File: src/rtl/reset_seq_pkg.sv
// Shared types and defaults for the reset sequencer: FSM state encoding,
// default parameter values and the counter-width helper.
package reset_seq_pkg;

   typedef enum logic [2:0] {
      HOLD    = 3'd0,
      RELEASE = 3'd1,
      WAIT    = 3'd2,
      GAP     = 3'd3,
      RUN     = 3'd4
   } seq_state_e;

   localparam int unsigned DEF_CHANNELS       = 4;
   localparam int unsigned DEF_SYNC_STAGES    = 2;
   localparam int unsigned DEF_HOLD_CYCLES    = 16;
   localparam int unsigned DEF_GAP_CYCLES     = 8;
   localparam int unsigned DEF_TIMEOUT_CYCLES = 1024;

   // One shared counter must hold the largest of the three terminal counts.
   function automatic int unsigned cnt_width(input int unsigned hold_c,
                                             input int unsigned gap_c,
                                             input int unsigned to_c);
      int unsigned m;
      m = hold_c;
      if (gap_c > m) m = gap_c;
      if (to_c > m) m = to_c;
      return $clog2(m + 1);
   endfunction

endpackage

File: src/rtl/reset_req_sync.sv
// Multi-stage synchroniser for one asynchronous reset-request bit,
// cleared synchronously by the master reset.
module reset_req_sync #(
   parameter int unsigned SYNC_STAGES = 2
) (
   input  logic i_clk,
   input  logic i_rst,
   input  logic i_d,
   output logic o_q
);

   logic [SYNC_STAGES-1:0] r_sync;

   always_ff @(posedge i_clk) begin
      if (i_rst) r_sync <= '0;
      else       r_sync <= {r_sync[SYNC_STAGES-2:0], i_d};
   end

   assign o_q = r_sync[SYNC_STAGES-1];

endmodule

File: src/rtl/reset_sequencer.sv
// Sequenced multi-channel reset release with per-channel re-request.
// Build option RESET_SEQ_READY_EN enables the ready_in handshake and timeout.
module reset_sequencer
   import reset_seq_pkg::*;
#(
   parameter int unsigned CHANNELS       = DEF_CHANNELS,
   parameter int unsigned SYNC_STAGES    = DEF_SYNC_STAGES,
   parameter int unsigned HOLD_CYCLES    = DEF_HOLD_CYCLES,
   parameter int unsigned GAP_CYCLES     = DEF_GAP_CYCLES,
   parameter int unsigned TIMEOUT_CYCLES = DEF_TIMEOUT_CYCLES
) (
   input  logic                clk,
   input  logic                rst,
   input  logic [CHANNELS-1:0] req_in,
   input  logic [CHANNELS-1:0] ready_in,
   output logic [CHANNELS-1:0] rst_out,
   output logic                seq_done,
   output logic [CHANNELS-1:0] timeout_err
);

   localparam int unsigned CNT_W = cnt_width(HOLD_CYCLES, GAP_CYCLES, TIMEOUT_CYCLES);
   localparam int unsigned CH_W  = (CHANNELS > 1) ? $clog2(CHANNELS) : 1;

   localparam logic [CNT_W-1:0] HOLD_LAST = CNT_W'(HOLD_CYCLES - 1);
   localparam logic [CNT_W-1:0] GAP_LAST  = CNT_W'(GAP_CYCLES - 1);
   localparam logic [CH_W-1:0]  CH_LAST   = CH_W'(CHANNELS - 1);
`ifdef RESET_SEQ_READY_EN
   localparam logic [CNT_W-1:0] TO_LAST   = CNT_W'(TIMEOUT_CYCLES - 1);
`endif

   seq_state_e          r_state, w_state_nxt;
   logic [CH_W-1:0]     r_ch, w_ch_nxt;
   logic [CNT_W-1:0]    r_cnt, w_cnt_nxt, w_cnt_inc;
   logic [CHANNELS-1:0] r_rst_out, w_rst_nxt;
   logic [CHANNELS-1:0] r_timeout, w_timeout_nxt;

   logic [CHANNELS-1:0] w_req_sync;
   logic [CHANNELS-1:0] w_req_mask;
   logic                w_req_any;
   logic [CH_W-1:0]     w_req_idx;

   for (genvar gi = 0; gi < CHANNELS; gi++) begin : g_sync
      reset_req_sync #(.SYNC_STAGES(SYNC_STAGES)) u_sync (
         .i_clk (clk),
         .i_rst (rst),
         .i_d   (req_in[gi]),
         .o_q   (w_req_sync[gi])
      );
   end

   // Lowest requesting index wins; the mask covers it and every channel above.
   always_comb begin
      w_req_any  = 1'b0;
      w_req_idx  = '0;
      w_req_mask = '0;
      for (int unsigned i = 0; i < CHANNELS; i++) begin
         if (w_req_sync[i] && !w_req_any) begin
            w_req_any = 1'b1;
            w_req_idx = CH_W'(i);
         end
         w_req_mask[i] = w_req_any;
      end
   end

   assign w_cnt_inc = (r_cnt == '1) ? r_cnt : r_cnt + 1'b1;

   always_comb begin
      w_state_nxt   = r_state;
      w_ch_nxt      = r_ch;
      w_cnt_nxt     = w_cnt_inc;
      w_rst_nxt     = r_rst_out;
      w_timeout_nxt = r_timeout;
      if (w_req_any) begin
         w_rst_nxt   = r_rst_out | w_req_mask;
         w_ch_nxt    = (w_req_idx < r_ch) ? w_req_idx : r_ch;
         w_cnt_nxt   = '0;
         w_state_nxt = HOLD;
      end else begin
         case (r_state)
            HOLD: begin
               if (r_cnt == HOLD_LAST) begin
                  w_state_nxt = RELEASE;
                  w_cnt_nxt   = '0;
               end
            end
            RELEASE: begin
               w_rst_nxt[r_ch] = 1'b0;
               w_cnt_nxt       = '0;
`ifdef RESET_SEQ_READY_EN
               w_state_nxt     = WAIT;
`else
               w_state_nxt     = GAP;
`endif
            end
`ifdef RESET_SEQ_READY_EN
            WAIT: begin
               if (ready_in[r_ch]) begin
                  w_state_nxt = GAP;
                  w_cnt_nxt   = '0;
               end else if (r_cnt == TO_LAST) begin
                  w_timeout_nxt[r_ch] = 1'b1;
                  w_state_nxt         = GAP;
                  w_cnt_nxt           = '0;
               end
            end
`endif
            GAP: begin
               if (r_cnt == GAP_LAST) begin
                  w_cnt_nxt = '0;
                  if (r_ch == CH_LAST) begin
                     w_state_nxt = RUN;
                  end else begin
                     w_ch_nxt    = r_ch + 1'b1;
                     w_state_nxt = RELEASE;
                  end
               end
            end
            RUN: begin
               w_state_nxt = RUN;
            end
            default: begin
               w_state_nxt = HOLD;
               w_cnt_nxt   = '0;
            end
         endcase
      end
   end

   always_ff @(posedge clk) begin
      if (rst) begin
         r_state   <= HOLD;
         r_ch      <= '0;
         r_cnt     <= '0;
         r_rst_out <= '1;
         r_timeout <= '0;
      end else begin
         r_state   <= w_state_nxt;
         r_ch      <= w_ch_nxt;
         r_cnt     <= w_cnt_nxt;
         r_rst_out <= w_rst_nxt;
         r_timeout <= w_timeout_nxt;
      end
   end

   assign rst_out  = r_rst_out;
   assign seq_done = (r_state == RUN);

`ifdef RESET_SEQ_READY_EN
   assign timeout_err = r_timeout;
`else
   logic w_unused_ready;
   logic w_unused_timeout;
   assign w_unused_ready   = ^ready_in;
   assign w_unused_timeout = ^r_timeout;
   assign timeout_err      = '0;
`endif

endmodule
File: config.mk
export PLATFORM = sky130hd
export DESIGN_NAME = reset_sequencer
export DESIGN_NICKNAME = d
export VERILOG_FILES = /design/src/rtl/reset_seq_pkg.sv /design/src/rtl/reset_req_sync.sv /design/src/rtl/reset_sequencer.sv
export SDC_FILE = /design/constraint.sdc
export NUM_CORES = 1
export LEC_CHECK = 0
export CAP_MARGIN = 5
export CORE_MARGIN = 1
export CORE_UTILIZATION = 52
export DETAILED_ROUTE_END_ITERATION = 8
export DONT_BUFFER_PORTS = 1
export HOLD_SLACK_MARGIN = 0.02
export PLACE_DENSITY = 0.67
export SETUP_SLACK_MARGIN = 0.2
export SLEW_MARGIN = 0
export SYNTH_ARGS = -nofsm -noshare
export SYNTH_HDL_FRONTEND = slang
export SYNTH_SLANG_ARGS = --single-unit
export TNS_END_PERCENT = 1
File: constraint.sdc
create_clock -name clk -period 1.6 [get_ports clk]
set_input_delay 0.48 -clock clk [delete_from_list [all_inputs] [get_ports clk]]
set_output_delay 0.48 -clock clk [all_outputs]
set_load 0.02 [all_outputs]
==> results by group <==
Layout
  • Share of layout cells above drive strength 1: 0.2147
  • Fillers: ~210
  • Nets: 194
  • Final Util: 0.6509
  • Synthesis-to-layout area growth: 18.24%
  • Diode count: 0

Routing
  • Final ANT Viol Nets: 0
  • # DRC: 0
  • Detailed-router iteration count before antenna repair: 4
  • Total Wirelength: 2596 um
  • Detailed Route Iter0 Violations: 11
  • Met1 WL: between 1000 and 1500 um
  • Max layer used: met4
  • DR WL met2: roughly 1200 um
  • Met3 wire len: around 83 um
  • Wirelength per Cell: about 13 um
  • Vias: 1,146
  • Via-to-Cell Ratio: between 5 and 6

Setup path
  • CP endpoint kind: register
  • Delay-heaviest family, CP: simple AND/OR/NAND/NOR gates
  • Critical path's largest stage delay: about 0.56 ns
  • Cell Chain, Critical Path: or4_4, nor3_4, o311ai_1, nand3_1, buf_12, nor2_1
  • Nature of the critical path startpoint: register
  • Worst EP arrival: roughly 1.9 ns
  • Number of buffers and inverters on the critical path: 1
  • CP max-delay cell: or4_4
  • Worst Path Max Fanout: 11
  • Path type of the worst setup path: register to register
  • CP Data Required Time: 1.84 ns

Run status
  • Failing checks: negative setup slack
  • Status: finished with violations

Placement
  • Gp weighted congestion: around 0.74
  • DP HPWL: approximately 2000 um
  • Port Buffer Count: 0

Timing
  • Post-route clock period utilization: 1.032
  • Max Slew Vio Count: 0
  • Final worst slack: -0.05146 ns
  • Final setup vio count: 14
  • Setup TNS: -0.4946 ns
  • Hold Fails Final Rpt: 0
  • Fmax: between 600 and 700 MHz
  • Clock Skew: 0.002350 ns
  • Min cycle time layout: 1.651 ns
  • RSZ-0062 raised after global routing: yes

GRT
  • Global-route wire length before repair: roughly 4200 um
  • Number of global-route vias before repair: 990
  • Antenna violations before repair: 0
  • Pin count of the biggest net entering global routing: 17
  • Global-route usage over all layers: 0.2044
  • Grt ovf: 0

Floorplanning
  • Die Ht: ~53 um
  • Die Span X: around 53 um
  • Initial Util: 0.5505
  • Rows: 18
  • Area of the die: roughly 2800 um^2
  • IO Pins: 19
  • Core area: ~2500 um^2

Yosys
  • Synth top area share: 0.4148
  • FFs w/ async S/R, synth: 0
  • Top-count cell post-synth: dfxtp_1
  • Cells taking the most area after synthesis: dfxtp_1, ha_1, nor2_1
  • Syn. warnings: 0
  • Synth Area in Simple Gates: 0.3287
  • Compound-Gate Fraction of Synth Area: 0.1222
  • Syn Inst Count: 158
  • Synth unique cells: 39
  • Post-synthesis register bit count: 28
  • Adder-Cell Fraction of Synth Area: 0.05556
  • Syn avg cell area: 8.553 um^2
  • Post-Syn Area: 1351 um^2
  • Seq/Total Area, Yosys: 0.4148
  • EDFF count, synth: 0
  • Commonest cells in the netlist: dfxtp_1, nor2_1, nand2_1
  • Primary FF master, synth: dfxtp_1
  • Synth area leader: dfxtp_1
  • Largest family of logic cells by synthesized area: simple AND/OR/NAND/NOR gates
  • Synth Area in XOR/XNOR: 0.01296
  • Multiplexer area fraction after synthesis: 0.007407

CTS
  • Worst-Skew Late Latency: ~0.33 ns
  • CTS Root Buffer Type: clkbuf_4
  • # H-tree levels: 1
  • Clk slew on worst S/H paths: 0.15 ns
  • Hold buffers post-CTS: 0
  • Clock Tree Buf Depth: 2
  • CTS Sinks: 28
  • Post-CTS setup buffers: 0
  • TritonCTS clock tree: done
  • CTS Buf Count: 3

Power and ir drop
  • Static Leak: ~0.00067 uW
  • PD cells: a little over 800 nW/um^2
  • Max IR drop VDD: 0.6611 mV

Min path
  • Worst min path class: primary input to register

Flow run
  • Max-cap violation count: 0
## cells by family after synthesis
| logic type | after synthesis |
|---|---|
| adders and majority gates | 6 |
| AOI/OAI and AO/OA | 26 |
| xor gates and xnor gates | 2 |
| muxes | 1 |
| and+or+nand+nor | 80 |
| DFF | 28 |
| other | 1 |
| buffers and inverters | 14 |
## registers in the layout, indices dropped and copies added, names as in the netlist
register              cells
r_state                   3
rst_out                   4
g_sync.u_sync.r_sync      8
r_ch                      2
r_cnt                    11
## placed cells by master (no fill, tap or decap), types with 2 or more instances in the layout
master	Yosys	routed
a21o_1	2	2
clkbuf_4	0	3
nand4_1	3	3
nor2_1	16	16
and2_1	2	2
nand2_1	15	15
inv_1	7	6
o21ai_0	8	7
nand3_1	9	9
ha_1	6	6
buf_4	4	18
dfxtp_1	28	25
nand2b_1	3	3
nor3_1	9	6
and3_1	4	4
or4_4	1	2
conb_1	1	4
nor3_2	0	3
nor2b_1	9	9
a21oi_1	8	7
o31ai_1	2	2
dfxtp_2	0	3
## area by class of cell
cell class / count / area, um^2 / share of cell area
clock buffer: 3 / 22.52 / 0.01410
clock inverter: 1 / 30.03 / 0.01879
inverter: 7 / 26.28 / 0.01644
multi-input combinational: 119 / 762.0 / 0.4769
sequential: 28 / 564.3 / 0.3532
tap: 30 / 37.54 / 0.02349
timing repair buffer: 19 / 155.1 / 0.09710
## where the power goes
group          switching (uW)  total, uW  internal [uW]
clock                     212        465            253
sequential               11.2        725            714
combinational            59.4        110           50.9
total                     282       1300           1020
## layer usage
metal	GRT usage	up-vias
met5	0	-
met4	0.06579	0
met3	0.03448	2
met2	0.3228	24
met1	0.2802	535
li1	-	585
## per-stage QoR
step	instances	total power, uW	hold WS, ns	area, um^2	setup WS (ns)
after floorplan	161	821.0	0.4138	1373	0.05042
after global placement	203	843.0	0.4165	1516	-0.006821
after detailed placement	203	846.9	0.4220	1516	-0.02675
after CTS	207	1315	0.1812	1573	-0.04337
after global routing	207	1354	0.1627	1598	-0.1055
final	207	1300	0.1938	1598	-0.05146
## worst reg2reg max path, delay by kind of cell (launching register included)
family	cells	cell delay, ns
AND/OR/NAND/NOR	4	0.93
flip-flops	1	0.35
AO/OA/AOI/OAI	1	0.14
buffers and inverters	1	0.14
## final timing paths
path	from	endpoint	cells past startpoint	slack (ns)
hold / removal	rst	g_sync[3].u_sync.r_sync[1]$_SDFF_PP0_	1	0.19
setup reg to reg	r_cnt[7]$_SDFF_PP0_	r_cnt[6]$_SDFF_PP0_	6	-0.05
hold reg to reg	g_sync[3].u_sync.r_sync[0]$_SDFF_PP0_	g_sync[3].u_sync.r_sync[1]$_SDFF_PP0_	1	0.45
setup / recovery	r_cnt[7]$_SDFF_PP0_	r_cnt[6]$_SDFF_PP0_	6	-0.05
## what timing repair did
item	CTS	global route
setup endpoints to repair	19	18
gates resized for setup	2	8
pin swaps	0	0
Power figures use the tool's default switching activity.
